## src/rtl/imm_gen_pipe.sv

```systemverilog
// -----------------------------------------------------------------------------
// imm_gen_pipe
//   Pipelined immediate generator for the decode stage. The opcode selects the
//   immediate format (R/I/S/B/U/J). The block produces the sign-extended XLEN-bit
//   immediate, a format code and an illegal-opcode flag. One registered output
//   stage is backed by a skid slot, so the input side never sees a combinational
//   path from out_ready. Consumer stalls are absorbed at full throughput.
//
// Parameters
//   XLEN        immediate width, 32 or 64 (64 also accepts OP-IMM-32 / OP-32)
//   SHAMT_ZEXT  1: OP-IMM shifts return the zero-extended shift amount only
//   CNT_W       width of the saturating illegal-opcode counter
//
// Ports
//   clk          rising-edge clock
//   rst_n        synchronous active-low reset
//   flush        synchronous flush, drops every held entry
//   in_valid     instruction valid
//   in_ready     block can take an instruction this cycle
//   instr        raw 32-bit instruction word
//   out_valid    imm/fmt/illegal are valid
//   out_ready    consumer takes the output this cycle
//   imm          sign-extended immediate
//   fmt          0=R 1=I 2=S 3=B 4=U 5=J 7=illegal
//   illegal      opcode not recognised
//   illegal_cnt  saturating count of illegal entries handed to the consumer
// -----------------------------------------------------------------------------
module imm_gen_pipe #(
  parameter int XLEN       = 32,
  parameter bit SHAMT_ZEXT = 1'b1,
  parameter int CNT_W      = 16
) (
  input  logic             clk,
  input  logic             rst_n,
  input  logic             flush,
  input  logic             in_valid,
  output logic             in_ready,
  input  logic [31:0]      instr,
  output logic             out_valid,
  input  logic             out_ready,
  output logic [XLEN-1:0]  imm,
  output logic [2:0]       fmt,
  output logic             illegal,
  output logic [CNT_W-1:0] illegal_cnt
);

  typedef enum logic [2:0] {
    FMT_R   = 3'd0,
    FMT_I   = 3'd1,
    FMT_S   = 3'd2,
    FMT_B   = 3'd3,
    FMT_U   = 3'd4,
    FMT_J   = 3'd5,
    FMT_ILL = 3'd7
  } fmt_e;

  logic [6:0]      opcode;
  logic [2:0]      funct3;
  logic [31:0]     raw;
  fmt_e            dec_fmt;
  logic            dec_ill;
  logic [XLEN-1:0] dec_imm;

  logic            skid_valid;
  logic [XLEN-1:0] skid_imm;
  logic [2:0]      skid_fmt;
  logic            skid_ill;
  logic            in_xfer;

  assign opcode = instr[6:0];
  assign funct3 = instr[14:12];

  // Decode the opcode into a 32-bit immediate. Every format's top bit already
  // sits at bit 31 after this step, so widening to XLEN is one sign extension.
  // Shift immediates keep only the shamt field, so funct7 never leaks into imm.
  always_comb begin
    raw     = 32'd0;
    dec_fmt = FMT_ILL;
    dec_ill = 1'b1;
    case (opcode)
      7'b0010011: begin
        dec_fmt = FMT_I;
        dec_ill = 1'b0;
        raw     = {{20{instr[31]}}, instr[31:20]};
        if (SHAMT_ZEXT && (funct3 == 3'b001 || funct3 == 3'b101)) begin
          if (XLEN == 64) raw = {26'd0, instr[25:20]};
          else            raw = {27'd0, instr[24:20]};
        end
      end
      7'b0000011, 7'b1100111: begin
        dec_fmt = FMT_I;
        dec_ill = 1'b0;
        raw     = {{20{instr[31]}}, instr[31:20]};
      end
      7'b0011011: begin
        if (XLEN == 64) begin
          dec_fmt = FMT_I;
          dec_ill = 1'b0;
          raw     = {{20{instr[31]}}, instr[31:20]};
        end
      end
      7'b0100011: begin
        dec_fmt = FMT_S;
        dec_ill = 1'b0;
        raw     = {{20{instr[31]}}, instr[31:25], instr[11:7]};
      end
      7'b1100011: begin
        dec_fmt = FMT_B;
        dec_ill = 1'b0;
        raw     = {{19{instr[31]}}, instr[31], instr[7], instr[30:25], instr[11:8], 1'b0};
      end
      7'b0110111, 7'b0010111: begin
        dec_fmt = FMT_U;
        dec_ill = 1'b0;
        raw     = {instr[31:12], 12'd0};
      end
      7'b1101111: begin
        dec_fmt = FMT_J;
        dec_ill = 1'b0;
        raw     = {{11{instr[31]}}, instr[31], instr[19:12], instr[20], instr[30:21], 1'b0};
      end
      7'b0110011: begin
        dec_fmt = FMT_R;
        dec_ill = 1'b0;
      end
      7'b0111011: begin
        if (XLEN == 64) begin
          dec_fmt = FMT_R;
          dec_ill = 1'b0;
        end
      end
      default: begin
        dec_fmt = FMT_ILL;
        dec_ill = 1'b1;
      end
    endcase
    dec_imm = XLEN'($signed(raw));
  end

  // The skid slot is a register, so in_ready never depends on out_ready.
  assign in_ready = !skid_valid;
  assign in_xfer  = in_valid && in_ready;

  // Output register plus skid slot. The output register reloads whenever it is
  // empty or being consumed. The skid slot drains into it first, which keeps
  // entries in order. A transfer that arrives while the output is stalled
  // parks in the skid slot. A flush empties both; in_ready rises again because
  // the skid slot is empty.
  always_ff @(posedge clk) begin
    if (!rst_n) begin
      out_valid  <= 1'b0;
      imm        <= '0;
      fmt        <= 3'd0;
      illegal    <= 1'b0;
      skid_valid <= 1'b0;
      skid_imm   <= '0;
      skid_fmt   <= 3'd0;
      skid_ill   <= 1'b0;
    end else if (flush) begin
      out_valid  <= 1'b0;
      skid_valid <= 1'b0;
    end else if (!out_valid || out_ready) begin
      if (skid_valid) begin
        out_valid  <= 1'b1;
        imm        <= skid_imm;
        fmt        <= skid_fmt;
        illegal    <= skid_ill;
        skid_valid <= 1'b0;
      end else if (in_xfer) begin
        out_valid <= 1'b1;
        imm       <= dec_imm;
        fmt       <= dec_fmt;
        illegal   <= dec_ill;
      end else begin
        out_valid <= 1'b0;
      end
    end else if (in_xfer) begin
      skid_valid <= 1'b1;
      skid_imm   <= dec_imm;
      skid_fmt   <= dec_fmt;
      skid_ill   <= dec_ill;
    end
  end

  // Count illegal entries as the consumer takes them. The counter sticks at its
  // maximum value. A flush leaves the count alone.
  always_ff @(posedge clk) begin
    if (!rst_n) begin
      illegal_cnt <= '0;
    end else if (out_valid && out_ready && illegal && (illegal_cnt != {CNT_W{1'b1}})) begin
      illegal_cnt <= illegal_cnt + CNT_W'(1);
    end
  end

endmodule

```

## config.mk

```make
export PLATFORM = sky130hd
export DESIGN_NAME = imm_gen_pipe
export DESIGN_NICKNAME = d
export VERILOG_FILES = /design/src/rtl/imm_gen_pipe.sv
export SDC_FILE = /design/constraint.sdc
export NUM_CORES = 1
export LEC_CHECK = 0
export CAP_MARGIN = 30
export CORE_AREA = 8 8 128 100
export CTS_CLUSTER_DIAMETER = 40
export DETAILED_ROUTE_END_ITERATION = 10
export DIE_AREA = 0 0 136 108
export PLACE_DENSITY = 0.72
export SYNTH_ARGS = -nofsm -noshare
export SYNTH_HDL_FRONTEND = slang
export SYNTH_SLANG_ARGS = --single-unit
```

## constraint.sdc

```tcl
create_clock -name clk -period 1.5 [get_ports clk]
set_input_delay 0.225 -clock clk [delete_from_list [all_inputs] [get_ports clk]]
set_output_delay 0.225 -clock clk [all_outputs]
set_load 0.01 [all_outputs]
```

==> qor.txt <==
outcome: complete, but fails checks
failing checks: setup timing
initial drt markers: 389
clock power share: 44.0%
Final WS setup: -0.125 ns
PD cells: 802 nW/µm²
Worst Setup SP: illegal_cnt[1]$_SDFFE_PN0P_
final slew viol count: 0
final hold vios: 0
Post-Syn Nets: 534
# IOs: 91
Root Driver: clkbuf_16
r2r worst-path depth: 7
EDFF count, synth: 0
Worst R2R End: illegal_cnt[7]$_SDFFE_PN0P_
flops & latches, synth: 90
first-pass GRT wire length: 21200 µm
clk_skew: 0.00603 ns
area share of the largest cell type after synthesis: 42.9%
H-tree levels: 3
via count: 4620
Synth Flop Type: dfxtp_1
Die Ht: 108 µm
gpl congestion: 0.883
Final HPWL DP: 9560 µm
Synth Area per Inst: 8.47 µm²
Arr. time, crit path: 1.87 ns
fmax: 0.615 GHz
Port Buf Inserts: 90
Antenna diodes: 0
Tcrit/Tclk final: 108%
power share of the combinational group: 10.9%
starting density of the core: 39.1%
Cell Int Power: 4.14 mW
post-layout min period: 1.63 ns
sw frac: 23.2%
actual slew at the worst max-slew pin: 0.425 ns
DRT Pass-1 Iters: 5
Setup CP Type: reg2reg
share of layout cells above drive strength 1: 31.3%
Worst Setup End Kind: flip-flop
Max VDD drop: 0.558 mV
post-synthesis cell area: 4200 µm²
fill count: 883
HP Class: in2reg
Remaining DRCs: 0
clk buf depth: 2
Routed WL per cell: 18.6 µm
total net switching power: 1.25 mW
grt total ovfl: 0
Die X: 136 µm
Seq/Total Area, Yosys: 42.9%
nets@finish: 692
Synth cell types: 58
Synth warnings: 0
most frequent cells in the layout: 80 x dfxtp_1, 69 x nand2_1, 63 x buf_4
Final setup viols: 30
worst slack, placed: -0.572 ns
number of global-route vias before repair: 4234
Total Neg Setup Slack: -1.86 ns
CORE AREA: 10700 µm²
clock sink count: 90
full die area: 14700 µm²
area grow syn2layout: 59.9%
GR Util All Layers: 17.9%
Critical Path Source Type: flip-flop
RSZ-0062 raised after global routing: true
vias per cell: 5.78
Leak: 2.74 nW
CTS tree: yes
CP required: 1.74 ns
top cells by area, synth: dfxtp_1 43%, nand2_1 6.7%, o21ai_0 5.6%
pin count of the biggest net entering global routing: 67
area leader, netlist: dfxtp_1
max_cap viols: 0
relative slew slack: 71.6%
critical path endpoint: illegal_cnt[7]$_SDFFE_PN0P_
cells after synthesis: 496
placed cells: 763
ys async rst share: 0%
Flop pwr share: 45.1%
Num CTS Buffers: 9
worst r2r src: illegal_cnt[1]$_SDFFE_PN0P_
most common cell after layout, fill and taps aside: dfxtp_1
post-route ant nets: 0
crit-path max FO: 2
Core Rows: 33
initial antenna violation count: 0
worst-skew pair later-pin latency: 0.34 ns
slack of the worst reg-to-reg path: -0.13 ns
Final Util: 62.6%
Clock transition at path regs: 0.07 ns
non-filler instance count after layout: 799
wirelength, routed: 14800 µm
power groups by stage:
stage / Combinational, mW / Clock, mW / Sequential, mW
floorplan: 0.191 / 0 / 2.48
global placement: 0.464 / 0 / 2.48
detailed placement: 0.475 / 0 / 2.48
CTS: 0.489 / 2.40 / 2.43
global route: 0.622 / 2.49 / 2.43
finish: 0.588 / 2.37 / 2.43
worst min-delay path by stage:
stage	startpoint	endpoint	slack, ns	cells past startpoint
after global routing	rst_n	skid_valid$_SDFFE_PP0P_	0.34	4
after floorplan	instr[30]	imm[10]$_SDFFE_PN0P_	0.35	1
after CTS	rst_n	out_valid$_SDFFE_PP0P_	0.33	4
after global placement	skid_imm[10]$_SDFFE_PN0P_	skid_imm[10]$_SDFFE_PN0P_	0.44	2
after detailed placement	imm[23]$_SDFFE_PN0P_	imm[23]$_SDFFE_PN0P_	0.45	2
final	rst_n	out_valid$_SDFFE_PP0P_	0.33	4
synth_stat cells, types with 5 or more instances:
cell	count
buf_6	5
nor2_1	10
nand4_1	7
or3_1	9
buf_2	10
and2_1	14
dfxtp_1	90
a221oi_1	11
o21ai_0	47
clkbuf_1	23
nand2b_1	7
nor3_1	6
o211ai_1	13
a21oi_1	25
nand3_1	34
o221ai_1	8
a21boi_1	8
xnor2_1	6
a22o_1	6
a31oi_1	9
xor2_1	5
nand2_1	75
cell type report:
type	instances	area (µm²)	share of cell area (%)
Multi-Input combinational cell	365	2540	37.9
Timing Repair Buffer	186	1850	27.5
Sequential cell	90	1820	27.1
Clock buffer	13	270	4.02
Tap cell	140	175	2.61
Clock inverter	3	47.5	0.708
Inverter	2	11.3	0.168
critical path, cell delays in order (launching register included):
cell and delay [ns]:
dfxtp_4 0.36, ha_4 0.14, nand3_2 0.07, or3_4 0.40, buf_4 0.16, o2111ai_2 0.17
xnor2_1 0.08, and2_1 0.15
logic make-up after synthesis:
group | share of synthesized area (%)
adders and majority gates | 0.298
DFF | 42.9
AOI/OAI and AO/OA | 24.9
buffers and inverters | 5.12
muxes | 0.477
and+or+nand+nor | 24.0
xor gates and xnor gates | 2.29
per-layer routing:
metal | track usage, % | part of all wire, % | vias to the layer above | wire length, µm
met3 | 5.47 | 8.3 | 25 | 1230
met1 | 23.6 | 44 | 2228 | 6470
met5 | 0 | 0 | - | 0
met2 | 28.0 | 47 | 233 | 6950
li1 | - | - | 2134 | -
met4 | 4.38 | 1.3 | 0 | 195
through the flow:
stage          power [mW]  hold WS (ns)  instance area [µm²]
3_3_place_gp         2.94         0.438                 5730
4_1_cts              5.32         0.327                 6210
5_1_grt              5.54         0.342                 6720
6_report             5.39         0.327                 6720
2_1_floorplan        2.68         0.350                 4250
3_5_place_dp         2.95         0.448                 5730
sequential cells by signal, summed over array words and instances (netlist names):
signal / count
imm: 32
skid_imm: 32
illegal_cnt: 16
fmt: 3
skid_fmt: 3
illegal: 1
out_valid: 1
skid_ill: 1
skid_valid: 1
timing repair:
item,4_1_cts,5_1_grt
gates resized for setup,72,101
setup endpoints to repair,111,91
gates cloned,0,7
pin swaps,11,28
hold buffers,0,0
buffers inserted,6,8
No activity file was read; power rests on OpenSTA's default activity.
